===== src/rtl/gpioemu_mul_pkg.sv =====
// rtl/gpioemu_mul_pkg.sv - register map, status codes and FSM encodings for the multiplier scheduler
package gpioemu_mul_pkg;

  localparam int OPW = 24;

  localparam logic [15:0] ADDR_A1 = 16'h01D8;
  localparam logic [15:0] ADDR_A2 = 16'h01E0;
  localparam logic [15:0] ADDR_W  = 16'h01E8;
  localparam logic [15:0] ADDR_L  = 16'h01F0;
  localparam logic [15:0] ADDR_B  = 16'h01F8;

  localparam logic [31:0] ST_IDLE = 32'd0;
  localparam logic [31:0] ST_BUSY = 32'd1;
  localparam logic [31:0] ST_OVF  = 32'd2;

  typedef enum logic [3:0] {
    S_IDLE, S_GRANT, S_WR_A1, S_WR_A2, S_POLL, S_GAP, S_RD_W, S_RD_L, S_RESP
  } state_t;

  typedef enum logic [1:0] {PH_SETUP, PH_STROBE, PH_HOLD} phase_t;

endpackage


===== src/rtl/gpioemu_rr_arb.sv =====
// rtl/gpioemu_rr_arb.sv - round-robin one-hot picker; pointer moves past the winner on take
module gpioemu_rr_arb #(
  parameter int NREQ = 4,
  parameter int IDW  = 3
) (
  input  logic            clk,
  input  logic            n_reset,
  input  logic [NREQ-1:0] req_i,
  input  logic            take_i,
  output logic [NREQ-1:0] gnt_o,
  output logic [IDW-1:0]  gnt_id_o,
  output logic            valid_o
);

  logic [IDW-1:0] ptr_q;

  // First pass covers requesters at or after the pointer, second pass wraps around.
  always_comb begin
    gnt_o    = '0;
    gnt_id_o = '0;
    valid_o  = 1'b0;
    for (int j = 0; j < NREQ; j++) begin
      if (!valid_o && req_i[j] && (j >= int'(ptr_q))) begin
        valid_o  = 1'b1;
        gnt_o[j] = 1'b1;
        gnt_id_o = IDW'(j);
      end
    end
    for (int j = 0; j < NREQ; j++) begin
      if (!valid_o && req_i[j]) begin
        valid_o  = 1'b1;
        gnt_o[j] = 1'b1;
        gnt_id_o = IDW'(j);
      end
    end
  end

  always_ff @(posedge clk or negedge n_reset) begin
    if (!n_reset) begin
      ptr_q <= '0;
    end else if (take_i && valid_o) begin
      ptr_q <= (gnt_id_o == IDW'(NREQ - 1)) ? '0 : gnt_id_o + 1'b1;
    end
  end

endmodule


===== src/rtl/gpioemu_mul_sched.sv =====
// rtl/gpioemu_mul_sched.sv - shares the bus-mapped multiplier between requesters, sequencing its register protocol
// MUL_TIMEOUT_EN: bounds status polling to POLL_LIMIT polls, aborting the job with rsp_err.
module gpioemu_mul_sched
  import gpioemu_mul_pkg::*;
#(
  parameter int NREQ = 4,
  parameter int IDW  = 3,
`ifdef MUL_TIMEOUT_EN
  parameter int POLL_LIMIT = 1023,
`endif
  parameter int POLL_GAP = 4
) (
  input  logic                clk,
  input  logic                n_reset,
  input  logic [NREQ-1:0]     req,
  input  logic [NREQ*OPW-1:0] op_a,
  input  logic [NREQ*OPW-1:0] op_b,
  output logic [NREQ-1:0]     ack,
  output logic                rsp_valid,
  output logic [IDW-1:0]      rsp_id,
  output logic [31:0]         rsp_w,
  output logic [31:0]         rsp_ones,
  output logic                rsp_ovf,
  output logic                rsp_err,
  output logic                busy,
  output logic [15:0]         m_saddress,
  output logic                m_swr,
  output logic                m_srd,
  output logic [31:0]         m_wdata,
  input  logic [31:0]         m_rdata
);

  state_t          state_q;
  phase_t          ph_q;
  logic [NREQ-1:0] ack_q;
  logic            rsp_valid_q, rsp_ovf_q, rsp_err_q, busy_q;
  logic [IDW-1:0]  rsp_id_q;
  logic [31:0]     rsp_w_q, rsp_ones_q, wdata_q, w_q;
  logic [15:0]     addr_q;
  logic            swr_q, srd_q, ovf_q, err_q;
  logic [OPW-1:0]  a_q, b_q;
  logic [7:0]      gap_q;
`ifdef MUL_TIMEOUT_EN
  logic [9:0]      poll_q;
`endif

  logic [NREQ-1:0] arb_gnt;
  logic [IDW-1:0]  arb_id;
  logic            arb_valid, is_wr;

  assign is_wr = (state_q == S_WR_A1) || (state_q == S_WR_A2);

  gpioemu_rr_arb #(.NREQ(NREQ), .IDW(IDW)) u_arb (
    .clk      (clk),
    .n_reset  (n_reset),
    .req_i    (req),
    .take_i   (state_q == S_IDLE),
    .gnt_o    (arb_gnt),
    .gnt_id_o (arb_id),
    .valid_o  (arb_valid)
  );

  always_ff @(posedge clk or negedge n_reset) begin
    if (!n_reset) begin
      state_q     <= S_IDLE;
      ph_q        <= PH_SETUP;
      ack_q       <= '0;
      rsp_valid_q <= 1'b0;
      rsp_id_q    <= '0;
      rsp_w_q     <= '0;
      rsp_ones_q  <= '0;
      rsp_ovf_q   <= 1'b0;
      rsp_err_q   <= 1'b0;
      busy_q      <= 1'b0;
      addr_q      <= '0;
      wdata_q     <= '0;
      swr_q       <= 1'b0;
      srd_q       <= 1'b0;
      a_q         <= '0;
      b_q         <= '0;
      w_q         <= '0;
      ovf_q       <= 1'b0;
      err_q       <= 1'b0;
      gap_q       <= '0;
`ifdef MUL_TIMEOUT_EN
      poll_q      <= '0;
`endif
    end else begin
      ack_q       <= '0;
      rsp_valid_q <= 1'b0;
      swr_q       <= 1'b0;
      srd_q       <= 1'b0;
      case (state_q)
        S_IDLE: begin
          if (arb_valid) begin
            ack_q    <= arb_gnt;
            rsp_id_q <= arb_id;
            busy_q   <= 1'b1;
            state_q  <= S_GRANT;
            for (int k = 0; k < NREQ; k++) begin
              if (arb_gnt[k]) begin
                a_q <= op_a[k*OPW +: OPW];
                b_q <= op_b[k*OPW +: OPW];
              end
            end
          end
        end
        S_GRANT: begin
          addr_q  <= ADDR_A1;
          wdata_q <= {8'h00, a_q};
          ph_q    <= PH_SETUP;
          ovf_q   <= 1'b0;
          err_q   <= 1'b0;
`ifdef MUL_TIMEOUT_EN
          poll_q  <= '0;
`endif
          state_q <= S_WR_A1;
        end
        S_GAP: begin
          if (gap_q == 8'(POLL_GAP - 1)) state_q <= S_POLL;
          else                           gap_q   <= gap_q + 8'd1;
        end
        S_RESP: begin
          busy_q  <= 1'b0;
          state_q <= S_IDLE;
        end
        S_WR_A1, S_WR_A2, S_POLL, S_RD_W, S_RD_L: begin
          case (ph_q)
            PH_SETUP: begin
              ph_q  <= PH_STROBE;
              swr_q <= is_wr;
              srd_q <= ~is_wr;
            end
            PH_STROBE: ph_q <= PH_HOLD;
            default: begin
              // End of HOLD: consume read data and set up the next access.
              ph_q <= PH_SETUP;
              case (state_q)
                S_WR_A1: begin
                  addr_q  <= ADDR_A2;
                  wdata_q <= {8'h00, b_q};
                  state_q <= S_WR_A2;
                end
                S_WR_A2: begin
                  addr_q  <= ADDR_B;
                  wdata_q <= '0;
                  state_q <= S_POLL;
                end
                S_POLL: begin
                  if (m_rdata == ST_BUSY) begin
`ifdef MUL_TIMEOUT_EN
                    if (poll_q == 10'(POLL_LIMIT - 1)) begin
                      rsp_w_q     <= '0;
                      rsp_ones_q  <= '0;
                      rsp_ovf_q   <= 1'b0;
                      rsp_err_q   <= 1'b1;
                      rsp_valid_q <= 1'b1;
                      state_q     <= S_RESP;
                    end else begin
                      poll_q  <= poll_q + 10'd1;
                      gap_q   <= '0;
                      state_q <= S_GAP;
                    end
`else
                    gap_q   <= '0;
                    state_q <= S_GAP;
`endif
                  end else begin
                    addr_q  <= ADDR_W;
                    state_q <= S_RD_W;
                    if (m_rdata == ST_OVF)       ovf_q <= 1'b1;
                    else if (m_rdata != ST_IDLE) err_q <= 1'b1;
                  end
                end
                S_RD_W: begin
                  w_q     <= m_rdata;
                  addr_q  <= ADDR_L;
                  state_q <= S_RD_L;
                end
                default: begin
                  rsp_w_q     <= w_q;
                  rsp_ones_q  <= m_rdata;
                  rsp_ovf_q   <= ovf_q;
                  rsp_err_q   <= err_q;
                  rsp_valid_q <= 1'b1;
                  state_q     <= S_RESP;
                end
              endcase
            end
          endcase
        end
        default: state_q <= S_IDLE;
      endcase
    end
  end

  assign ack        = ack_q;
  assign rsp_valid  = rsp_valid_q;
  assign rsp_id     = rsp_id_q;
  assign rsp_w      = rsp_w_q;
  assign rsp_ones   = rsp_ones_q;
  assign rsp_ovf    = rsp_ovf_q;
  assign rsp_err    = rsp_err_q;
  assign busy       = busy_q;
  assign m_saddress = addr_q;
  assign m_swr      = swr_q;
  assign m_srd      = srd_q;
  assign m_wdata    = wdata_q;

endmodule


===== config.mk =====
export PLATFORM = sky130hd
export DESIGN_NAME = gpioemu_mul_sched
export DESIGN_NICKNAME = d
export VERILOG_FILES = /design/src/rtl/gpioemu_mul_pkg.sv /design/src/rtl/gpioemu_rr_arb.sv /design/src/rtl/gpioemu_mul_sched.sv
export SDC_FILE = /design/constraint.sdc
export NUM_CORES = 1
export LEC_CHECK = 0
export ABC_AREA = 1
export CORE_UTILIZATION = 50
export CTS_CLUSTER_SIZE = 16
export DETAILED_ROUTE_END_ITERATION = 7
export HOLD_SLACK_MARGIN = 0.03
export PLACE_DENSITY_LB_ADDON = 0.08
export SETUP_SLACK_MARGIN = 0.4
export SLEW_MARGIN = 20
export SYNTH_ARGS = -nofsm -noshare
export SYNTH_HDL_FRONTEND = slang
export SYNTH_SLANG_ARGS = --single-unit

===== constraint.sdc =====
create_clock -name clk -period 3.2 [get_ports clk]
set_input_delay 0.32 -clock clk [delete_from_list [all_inputs] [get_ports clk]]
set_output_delay 0.32 -clock clk [all_outputs]
set_load 0.03 [all_outputs]

# Yosys cells after proc, flatten, opt, wreduce, memory -nomap -nowiden

Cells that the tools add are included.

Add/sub/neg operators: 2
Order comparisons: 4
Equal/unequal tests: 26
Muxes and demuxes: 73
Bitwise logic cells: 3
Reductions and logical operators: 41

Operators by type and width:

| kind                  | count |
|---|---|
| $mux W24              | 8 |
| $pmux W32 S2          | 2 |
| $pmux W16 S4          | 1 |
| $mux W1               | 33 |
| $eq A32 B1 Y1 const B | 1 |
| $eq A32 B2 Y1 const B | 1 |
| $mux W16              | 2 |
| $mux W32              | 1 |
| $mux W8               | 4 |
| $pmux W16 S2          | 1 |
| $pmux W4 S4           | 2 |
| $reduce_bool A32 Y1   | 1 |
| $mux W4               | 5 |
| $ne A2 B2 Y1 const B  | 10 |
| $eq A4 B3 Y1 const B  | 4 |
| $pmux W8 S2           | 1 |
| $reduce_and A3 Y1     | 5 |
| $mux W2               | 7 |
| $logic_and A1 B1 Y1   | 12 |
| $reduce_and A5 Y1     | 2 |
| $add A8 B1 Y8 const B | 1 |
| $eq A4 B2 Y1 const B  | 2 |
| $eq A8 B2 Y1 const B  | 1 |
| $pmux W2 S2           | 2 |
| 24 further kinds      | 40 |

Bits in registers: 224
Input port bits: 230
Output and inout bits: 125
Logic and storage cells: 170

# Longest topological paths before layout

Gate-level depths: netlist of the first run.

Word-level depth: 29
Depth in mapped cells: 13
Depth with buffers taken out: 12

# By module

A second synthesis of the first run with hierarchy kept.

Cell total of the unflattened synthesis: 1339
Area total of the unflattened synthesis: 10467.5 um2

Modules (own cells, without submodules):

| module            | instances | cells each | area an instance (um2) | seq. area each (um2) |
|---|---|---|---|---|
| gpioemu_mul_sched | 1         | 1300       | 10201.0                | 5029.8 |
| gpioemu_rr_arb    | 1         | 39         | 266.5                  | 50.0 |

# Worst setup path before layout of the first run

Ideal clock, no wire load.

Path type: register to register
Start: reg state_q[3]
End: reg gap_q[5]
Library setup time: 0.118 ns
Arrival: 1.510 ns
Required time: 3.082 ns
Path slack: 1.573 ns
Stages on the path, launching flop included: 12
Path buffers: 1
Clock period less this slack: 1.627 ns
Cell sequence: dfrtp_1 -> nor2_2 -> nand2_4 -> nand2_8 -> inv_4 -> nor2_4 -> inv_2 -> o21ai_2 -> nand2_2 -> buf_6 -> nand2_1 -> o21ai_2

Longest elaborated chain between the ends: 4
Elaborated cells on any way between the ends: 14
Those cells by class: 10 x eq/ne; 1 x mux; 3 x reduce/logical

Ends and longest elaborated chain:

| element                                                             | RTL line                 | RTL |
|---|---|---|
| from (decl)                                                         | gpioemu_mul_sched.sv:33  | `state_t state_q;` |
| from (signal assigned)                                              | gpioemu_mul_sched.sv:65  | `state_q <= S_IDLE;` |
| from (signal assigned)                                              | gpioemu_mul_sched.sv:99  | `state_q <= S_GRANT;` |
| from (signal assigned)                                              | gpioemu_mul_sched.sv:117 | `state_q <= S_WR_A1;` |
| $eq A4 B2 Y1, or another cell as far along                          | gpioemu_mul_sched.sv:93  | `case (state_q)` |
| $reduce_or A5 Y1                                                    | gpioemu_mul_sched.sv:93  |  |
| $ne A2 B2 Y1 (no source line) or $reduce_bool A2 Y1 (tied branches) | --                       |  |
| $reduce_and A5 Y1 (no source line)                                  | --                       |  |
| to (signal assigned)                                                | gpioemu_mul_sched.sv:121 | `else gap_q <= gap_q + 8'd1;` |
| to (decl)                                                           | gpioemu_mul_sched.sv:42  | `logic [7:0] gap_q;` |

Parallel ways exist; a longest one is shown, timed or not.
A chain may end at the register's enable or synchronous reset.

# Worst setup path after layout of the first run

Start: reg u_arb.ptr_q[1]
End: reg b_q[23]

Longest elaborated chain between the ends: 29
Elaborated cells on any way between the ends: 42
Those cells by class: 4 x order compare; 18 x mux; 20 x reduce/logical

Ends and longest elaborated chain:

| element                             | RTL line                 | RTL |
|---|---|---|
| from (decl)                         | gpioemu_rr_arb.sv:15     | `logic [IDW-1:0] ptr_q;` |
| from (signal assigned)              | gpioemu_rr_arb.sv:42     | `ptr_q <= (gnt_id_o == IDW'(NREQ - 1)) ? '0 : gnt_id_o + 1'b1;` |
| $ge A1 B3 Y1                        | gpioemu_rr_arb.sv:23     | `if (!valid_o && req_i[j] && (j >= int'(ptr_q))) begin` |
| $logic_and A1 B1 Y1                 | gpioemu_rr_arb.sv:23     |  |
| $mux W1                             | gpioemu_rr_arb.sv:23     |  |
| $logic_not A1 Y1                    | gpioemu_rr_arb.sv:23     |  |
| $logic_and A1 B1 Y1 (2 in series)   | gpioemu_rr_arb.sv:23     |  |
| $mux W1                             | gpioemu_rr_arb.sv:23     |  |
| $logic_not A1 Y1                    | gpioemu_rr_arb.sv:23     |  |
| $logic_and A1 B1 Y1 (2 in series)   | gpioemu_rr_arb.sv:23     |  |
| [11 not listed]                     | --                       |  |
| $logic_not A1 Y1                    | gpioemu_rr_arb.sv:30     | `if (!valid_o && req_i[j]) begin` |
| $logic_and A1 B1 Y1                 | gpioemu_rr_arb.sv:30     |  |
| $mux W1                             | gpioemu_rr_arb.sv:30     |  |
| $logic_not A1 Y1                    | gpioemu_rr_arb.sv:30     |  |
| $logic_and A1 B1 Y1                 | gpioemu_rr_arb.sv:30     |  |
| $mux W1                             | gpioemu_rr_arb.sv:30     |  |
| $reduce_bool A4 Y1 (no source line) | --                       |  |
| $reduce_and A3 Y1 (no source line)  | --                       |  |
| to (signal assigned)                | gpioemu_mul_sched.sv:103 | `b_q <= op_b[k*OPW +: OPW];` |
| to (decl)                           | gpioemu_mul_sched.sv:41  | `logic [OPW-1:0] a_q, b_q;` |

Parallel ways exist; a longest one is shown, timed or not.

==> flow_summary.yaml, run 1 <==
clock_tree:
  path_clk_slew_ns: 0.06
  cts_hold_buf: 1
  cts_resized: 0
  cts_max_path_buffers: 3
  clock-sinks: 202
  clockRootBuffer: "clkbuf_16"
  cts-buffers-inserted: 21
  h-tree-depth: 1
  clk_latency_ns: 0.48
  cts_tree: "yes"
  post_cts_buffers: 0
global_routing:
  antenna_found_initial: 4
  gr-total-overflow: 0
  grt_pass1_wl_mm: 49.2
  grt_pass1_vias: 9431
  grt_use_total: 0.290
  grt_start_max_net_pins: 102
final_layout:
  nets: 1865
  layout_commonest_cell: "nand2_1"
  final_cell_mix: "nand2_1 (530), clkdlybuf4s50_1 (334), dfrtp_1 (202)"
  num-fill-cells: 1689
  instances_no_fill: 1920
  layout-drive-gt1-share: 0.0668
  area_growth_pct: 39.2
power:
  p_per_area_nw_per_um2: 956
  p_leak_nw: 6.88
  ir_worst_vdd_mv: 0.410
logic_synthesis:
  yosys-top-cells-area: "dfrtp_1 (49%), nand2_1 (19%), nand3_1 (6.4%)"
  synth-seq-area-share: 0.493
  yosysUniqueCellTypes: 32
  synth_cells: 1343
  synth-async-reset-ratio: 1.00
  ys_warn_count: 0
  synth_enable_flop_cells: 0
  syn_avg_cell_area_um2: 7.63
  yosys.area.top_type: "dfrtp_1"
  ys_ff_latch: 202
  syn_area_um2: 10300
  ys.flop_type: "dfrtp_1"
  synth_top_cell_area_share: 0.493
hold_path:
  hold_path.startpoint: "m_rdata[13]"
  min_path_cells: 3
  min_path_type: "in -> reg"
  holdPathEnd: "w_q[13]"
route:
  first_pass_iters: 6
  postRouteAntennaNets: 0
  wirelength_mm: 30.4
  drt_iter0_drc: 515
  vias_per_cell: 5.11
  vias: 9811
  drc_errors: 0
  routedWlPerCell_um: 15.8
floorplanning:
  core_area_um2: 20200
  die_h_um: 145
  start_util: 0.508
  io_pins: 355
  rows: 52
  dieArea_um2: 21100
  die_w_um: 145
placement:
  place.gp.congestion: 0.962
  portBuffers: 335
  post-dp-hpwl_mm: 22.1
  placed_cells_incl_taps: 1880
setup_path:
  crit_arrival_ns: 2.77
  reg2reg_depth: 11
  r2r-end: "b_q[23]"
  cp.required_ns: 3.62
  cp_slowest_stage_delay_ns: 0.67
  ff2ff_setup_slack_ns: 0.84
  crit_path_start_kind: "flip-flop"
  crit_chain: "nor2_1, nand2_1, nand3_2, nor2_4, nand4_1, nand2_2, inv_2, nand2_1, nand2_1, nand3_1, nand2_1"
  cp_slowest_cell: "inv_2"
  timing.rr.start: "u_arb.ptr_q[1]"
  cp-end-kind: "flip-flop"
  cpMostUsedCell: "nand2_1"
  crit_buf_inv: 1
  critical-path-top-delay-family: "simple AND/OR/NAND/NOR gates"
  critPathKind: "reg -> reg"
  path_max_fanout: 49
timing:
  post-route-min-period_ns: 2.36
  slew_violations: 0
  max-slew-margin-rel: 0.393
  finalSetupTns_ns: 0
  worst_pin_slew_ns: 0.910
  finalCritPeriodShare: 0.736
  skew_ns: 0.00516
  clock.fmax_mhz: 424
  rsz0062_at_grt: "false"
  finalSetupViolCount: 0
  finalHoldViolCount: 0
outcome:
  run_status: "completed"
flow_run:
  drv_cap: 0
synthesized netlist by cell type (2+ instances only):
cell,number
nand2_2,4
nor3_1,6
dfrtp_1,202
inv_2,8
nand3_2,2
a21oi_1,55
a31oi_1,26
or2_1,23
buf_6,6
inv_1,54
clkbuf_1,35
o21ai_1,17
o21ai_2,7
nor2_1,57
nand4_1,11
buf_2,34
or2_2,30
nand3_1,132
nor2_2,2
o21ai_0,60
nor2_4,3
xor2_1,3
nor3_2,3
nand2_1,532
buf_4,24
worst max path at each step:
stage / from / end / slack, ns / depth (start not counted)
global route: u_arb.ptr_q[1] / b_q[5] / 0.63 / 11
CTS: u_arb.ptr_q[1] / b_q[23] / 0.86 / 11
detailed placement: req[1] / b_q[21] / 0.48 / 11
finish: u_arb.ptr_q[1] / b_q[23] / 0.84 / 11
global placement: req[1] / b_q[21] / 0.59 / 11
floorplan: state_q[3] / gap_q[5] / 1.57 / 11
metrics by stage:
stage | instance area (um^2) | setup slack (ns) | utilization | hold slack, ns | power [W]
after global routing | 14300 | 0.629 | 0.708 | 0.465 | 0.0146
after CTS | 14300 | 0.864 | 0.707 | 0.429 | 0.0137
final | 14300 | 0.844 | 0.708 | 0.433 | 0.0136
after detailed placement | 13600 | 0.482 | 0.674 | 0.451 | 0.0113
after global placement | 13600 | 0.587 | 0.674 | 0.446 | 0.0112
after floorplan | 10300 | 1.57 | - | 0.0244 | 0.00885
per-layer routing:
layer,track usage,share of wire
met2,0.503,0.50
met4,0.0942,0.027
met1,0.376,0.42
met5,0,0
met3,0.0352,0.056
final cells by class:
cell class | instances | area (um^2) | area share
clock inverters | 5 | 53.8 | 0.00377
well taps | 270 | 338 | 0.0237
multi-input cells | 997 | 4500 | 0.315
inverters | 63 | 239 | 0.0167
clock buffers | 30 | 599 | 0.0420
repair buffers | 349 | 3480 | 0.244
diodes | 4 | 10.0 | 0.000701
flip-flops and latches | 202 | 5050 | 0.354
worst min-delay path: cells and delay by family:
family | cells | cell delay (ns)
buffers and inverters | 2 | 0.49
AOI/OAI and AO/OA | 1 | 0.07
report_power, final:
| group | internal (W) | switching [W] | total (W) |
|---|---|---|---|
| combinational | 0.00258 | 0.00424 | 0.00681 |
| clock | 0.00138 | 0.000950 | 0.00233 |
| sequential | 0.00379 | 0.000716 | 0.00450 |
state kept, by name, indices dropped and copies added (netlist names), 8 cells and up:
name and cells:
b_q 24, w_q 32, rsp_ones 32, m_wdata 24, rsp_w 32, a_q 24
gap_q 8
logic make-up after synthesis:
group                    count (synthesis)  share of synthesized area
AND/OR/NAND/NOR                        809                      0.340
flip-flops                             202                      0.493
AO/OA/AOI/OAI                          165                     0.0863
buffers and inverters                  162                     0.0769
XOR/XNOR                                 3                    0.00256
adder cells (fa/ha/maj)                  1                    0.00122
other                                    1                   0.000366
(Power assumes the default switching activity.)
==> run 2, diff against run 1 <==
--- a/config.mk
+++ b/config.mk
@@ -6,7 +6,7 @@
 export NUM_CORES = 1
 export LEC_CHECK = 0
 export ABC_AREA = 1
-export CORE_UTILIZATION = 50
+export CORE_UTILIZATION = 46
 export CTS_CLUSTER_SIZE = 16
 export DETAILED_ROUTE_END_ITERATION = 7
 export HOLD_SLACK_MARGIN = 0.03
==> constraint.sdc (replaced) <==
create_clock -name clk -period 2.3 [get_ports clk]
set_input_delay 0.23 -clock clk [delete_from_list [all_inputs] [get_ports clk]]
set_output_delay 0.23 -clock clk [all_outputs]
set_load 0.03 [all_outputs]
==> run 2 against run 1 <==
  * Flip-flop and latch count unchanged
  * Non-clock buffer count increased by 33
  * Cell area rose by 5.0%
  * Via count rose by 4.5%
  * Clock power up 38%
  * Die area is 8.6% higher
  * Hold slack got worse by 0.16 ns
  * Largest cell class unchanged
  * Largest power group unchanged
==> flow_summary.yaml, run 2 (synthesis results as in run 1) <==
floorplanning:
  die_h_um: 151
  start_util: 0.470
  dieArea_um2: 22900
  core_area_um2: 21800
  die_w_um: 151
  rows: 54
  io_pins: 355
setup_path:
  timing.rr.start: "u_arb.ptr_q[1]"
  path_max_fanout: 14
  crit_path_start_kind: "flip-flop"
  cp-end-kind: "flip-flop"
  ff2ff_setup_slack_ns: 0.42
  crit_end: "a_q[10]"
  reg2reg_depth: 12
  r2r-end: "a_q[10]"
  cp.required_ns: 2.68
  crit_arrival_ns: 2.27
  cp-startpoint: "u_arb.ptr_q[1]"
  critPathKind: "reg -> reg"
placement:
  portBuffers: 335
  placed_area_um2: 13800
  place.gp.congestion: 0.885
  post-dp-hpwl_mm: 23.1
global_routing:
  grt_pass1_vias: 9644
  grt_pass1_wl_mm: 49.8
  grt_start_max_net_pins: 75
  grt_use_total: 0.279
  antenna_found_initial: 3
  gr-total-overflow: 0
timing:
  slew_violations: 0
  finalCritPeriodShare: 0.819
  finalSetupViolCount: 0
  skew_ns: 0.0133
  finalHoldViolCount: 0
  max-slew-margin-rel: 0.597
  post-route-min-period_ns: 1.88
  clock.fmax_mhz: 531
  rsz0062_at_grt: "true"
  worst_pin_slew_ns: 0.605
route:
  routedWlPerCell_um: 17.0
  first_pass_iters: 5
  vias: 10300
  postRouteAntennaNets: 0
  wirelength_mm: 33.4
  vias_per_cell: 5.21
  drc_errors: 0
  drt_iter0_drc: 547
power:
  power.total_w: 0.0202
  p_per_area_nw_per_um2: 1350
  ir_worst_vdd_mv: 0.603
  p_leak_nw: 7.18
clock_tree:
  cts_max_path_buffers: 3
  clk_latency_ns: 0.50
  clock-sinks: 202
  h-tree-depth: 1
  cts_tree: "yes"
  cts-buffers-inserted: 21
  path_clk_slew_ns: 0.06
  clockRootBuffer: "clkbuf_16"
final_layout:
  area_growth_pct: 46.3
  num-fill-cells: 1857
  final_cell_mix: "nand2_1 (524), clkdlybuf4s50_1 (334), dfrtp_1 (200)"
  layout_commonest_cell: "nand2_1"
  layout-drive-gt1-share: 0.102
  final_cell_area_um2: 15000
  nets: 1900
hold_path:
  min_path_type: "in -> async"
outcome:
  run_status: "completed"
flow_run:
  drv_cap: 0
run 2: cell count changes in the layout (fill, tap and decap cells not counted), sizes merged:
cell      before  now
buf           13   39
bufinv         1    0
clkbuf        31   39
clkinvlp       0    2
nand2        538  540
run 2: where the power goes:
group          switching, W  internal (W)
Clock               0.00138       0.00185
Combinational       0.00638       0.00430
Sequential          0.00101       0.00527
run 2: how the worst min path moves through the flow:
stage | start | to | slack, ns | cells after the start
after floorplan | n_reset | a_q[0] | -0.07 | 0
after global placement | n_reset | rsp_w[15] | 0.25 | 1
after detailed placement | n_reset | rsp_w[15] | 0.25 | 1
after CTS | n_reset | rsp_w[15] | 0.28 | 2
after global routing | n_reset | rsp_w[15] | 0.32 | 2
final | n_reset | rsp_w[15] | 0.27 | 2
run 2: final cells by class:
class	count	area, um^2	area share
sequential	202	5060	0.337
antenna	4	10.0	0.000668
timing repair buffer	382	4010	0.267
inverter	63	258	0.0172
multi-input combinational	999	4660	0.311
tap	280	350	0.0234
clock inverter	6	36.3	0.00242
clock buffer	31	613	0.0409
run 2: timing repair:
action,CTS,global route
hold buffers,1,0
setup endpoints to repair,84,95
endpoints found under the hold margin,55,0
gates cloned,0,9
buffers inserted,2,11
resized for setup,9,46
pin swaps,1,6
run 2: metrics by stage:
step	instances	setup TNS [ns]	util	setup WS (ns)	hold slack, ns
final	1967	0	0.687	0.416	0.269
after global routing	1966	0	0.687	0.311	0.318
after CTS	1943	0	0.666	0.394	0.285
after detailed placement	1903	-0.0807	0.633	-0.0433	0.249
after global placement	1903	0	0.633	0.0266	0.250
after floorplan	1361	0	-	0.673	-0.0656
run 2: metal layers:
metal	part of all wire	global-route usage	vias up
met1	0.40	0.358	4849
li1	-	-	4922
met4	0.033	0.103	0
met3	0.066	0.0437	73
met5	0	0	-
met2	0.50	0.473	409
run 2: worst max-delay path: stages (launching register included):
cell and delay [ns]:
dfrtp_1 0.41, nor2_1 0.09, nand2_2 0.13, nand3_4 0.10, nor2_4 0.18, nand3_2 0.11, nor2_4 0.17, inv_2 0.06
nand2_4 0.10, inv_6 0.07, clkbuf_16 0.18, nand3_1 0.10, nand2_1 0.05
==> run 3, diff against run 2 <==
==> constraint.sdc (replaced) <==
create_clock -name clk -period 1.77 [get_ports clk]
set_input_delay 0.177 -clock clk [delete_from_list [all_inputs] [get_ports clk]]
set_output_delay 0.177 -clock clk [all_outputs]
set_load 0.03 [all_outputs]
==> run 3 against run 2 <==
  * The flow now finishes with violations (setup timing)
  * Sequential power increased by 44%
  * Via count increased by 18%
  * Register-to-register slack got worse by 0.54 ns
  * First-iteration DRC count rose by 67%
  * Hold slack got worse by 0.010 ns
  * Cell area grew 26%
  * Die area stayed put
  * Largest cell class is now multi-input combinational cells
==> flow_summary.yaml, run 3 (synthesis results as in run 1) <==
global_routing:
  antenna_found_initial: 2
  grt_use_total: 0.325
  grt_start_max_net_pins: 65
  grt_pass1_vias: 11200
  grt_pass1_wl_mm: 57.5
  gr-total-overflow: 0
final_layout:
  nets: 2032
  layout-drive-gt1-share: 0.410
  post-route-util: 0.863
  final_cell_mix: "nand2_1 (352), clkdlybuf4s50_1 (228), dfrtp_1 (197)"
  final_cell_area_um2: 18800
  layout_commonest_cell: "nand2_1"
  area_growth_pct: 83.6
  num-fill-cells: 1128
hold_path:
  min_path_type: "in -> async"
setup_path:
  r2r-end: "w_q[0]"
  crit_chain: "clkdlybuf4s50_1, inv_1, nand4_1, nor2_1, nand2_1, inv_1, nand3_1, nor2_2, nand2_1, nand2_2, nand2_1, o21ai_1"
  critical-path-top-delay-family: "simple AND/OR/NAND/NOR gates"
  cp-end-kind: "flip-flop"
  crit_buf_inv: 3
  ff2ff_setup_slack_ns: -0.12
  cp_slowest_stage_delay_ns: 0.43
  reg2reg_depth: 7
  crit_arrival_ns: 2.42
  crit_path_start_kind: "primary input"
  cpMostUsedCell: "nand2_1"
  critPathKind: "in -> reg"
  cp.required_ns: 2.17
  cp_slowest_cell: "clkdlybuf4s50_1"
  path_max_fanout: 6
  timing.rr.start: "state_q[3]"
clock_tree:
  clock-sinks: 202
  clk_latency_ns: 0.50
  path_clk_slew_ns: 0.06
  clockRootBuffer: "clkbuf_16"
  cts_tree: "yes"
  cts-buffers-inserted: 21
  cts_max_path_buffers: 3
  h-tree-depth: 1
power:
  switching_share: 0.471
  switching_power_w: 0.0163
  power_frac_comb: 0.606
  p_int_w: 0.0182
  clkPwrFrac: 0.131
  p_leak_nw: 8.63
  power_frac_seq: 0.263
  ir_worst_vdd_mv: 0.967
  p_per_area_nw_per_um2: 1830
floorplanning:
  rows: 54
  die_w_um: 151
  die_h_um: 151
  start_util: 0.470
  core_area_um2: 21800
  io_pins: 355
  dieArea_um2: 22900
timing:
  slew_violations: 0
  finalSetupViolCount: 134
  post-route-min-period_ns: 2.02
  skew_ns: 0.0125
  setup_ws_ns: -0.250
  max-slew-margin-rel: 0.608
  worst_pin_slew_ns: 0.588
  finalHoldViolCount: 0
  clock.fmax_mhz: 495
  finalCritPeriodShare: 1.14
  finalSetupTns_ns: -8.00
  rsz0062_at_grt: "true"
placement:
  portBuffers: 335
  post-dp-hpwl_mm: 24.2
  place.gp.congestion: 0.921
  placed_area_um2: 14500
route:
  drt_iter0_drc: 914
  wirelength_mm: 48.9
  first_pass_iters: 5
  routedWlPerCell_um: 23.3
  vias_per_cell: 5.78
  drc_errors: 0
  vias: 12100
  postRouteAntennaNets: 0
outcome:
  run_status: "finished, violations left"
  violations: "setup timing"
flow_run:
  drv_cap: 0
-- run 3: changes by cell type in the layout (fill, tap and decap cells not counted), moves of 26 or more --
cell	before	now
nand2_1	524	352
clkdlybuf4s50_1	334	228
clkdlybuf4s15_2	0	98
nand2_2	7	102
nand2_4	8	78
o21ai_0	59	1
buf_4	23	78
o21ai_2	7	61
nand3_1	124	84
nand3_2	7	44
nor2_1	54	19
buf_6	2	28
-- run 3: per-stage QoR --
step           hold WS [ns]  power [W]  worst slack (ns)  std cells
2_1_floorplan        -0.119     0.0165             0.236       1361
3_3_place_gp          0.193     0.0213            -0.298       1961
3_5_place_dp          0.195     0.0216            -0.338       1961
4_1_cts               0.254     0.0288           -0.0130       2051
5_1_grt               0.315     0.0359            -0.264       2097
6_report              0.258     0.0345            -0.250       2097
-- run 3: area by class of cell --
type                       instances  area (um^2)  share of cell area
tap                              280          350              0.0186
antenna                            2         5.00            0.000266
sequential                       202         5060               0.269
clock buffer                      34          644              0.0342
multi-input combinational       1001         6550               0.348
clock inverter                     3         42.5             0.00226
timing repair inverter             6         87.6             0.00465
inverter                          63          294              0.0156
timing repair buffer             506         5790               0.308
-- run 3: worst max path at each step --
stage                    endpoint  cells past startpoint           start
finish              m_saddress[5]                     12     m_rdata[18]
global route        m_saddress[4]                     12     m_rdata[18]
CTS                       b_q[13]                     13  u_arb.ptr_q[1]
detailed placement       gap_q[5]                     11     m_rdata[13]
global placement         gap_q[3]                     11     m_rdata[14]
floorplan                 a_q[10]                     13  u_arb.ptr_q[1]
-- run 3: repair_timing --
action / CTS / global route
endpoints found under the setup margin: 305 / 232
hold buffers: 1 / 0
pin swaps: 34 / 50
resized for setup: 518 / 420
hold endpoints to repair: 54 / 0
cloned: 19 / 28
buffers inserted: 33 / 16
-- run 3: power groups by stage --
stage          clock network (W)  registers, W  logic, W
6_report                 0.00454       0.00906    0.0209
5_1_grt                  0.00470       0.00921    0.0220
4_1_cts                  0.00442       0.00823    0.0161
3_5_place_dp                   0       0.00820    0.0134
3_3_place_gp                   0       0.00812    0.0131
2_1_floorplan                  0        0.0102   0.00629
-- run 3: per-layer routing --
metal	vias to the layer above	GRT usage	wire length, um
met5	-	0	0
met4	0	0.164	4110
met3	285	0.0419	3920
met2	849	0.581	24800
met1	5778	0.380	16100
li1	5209	-	-
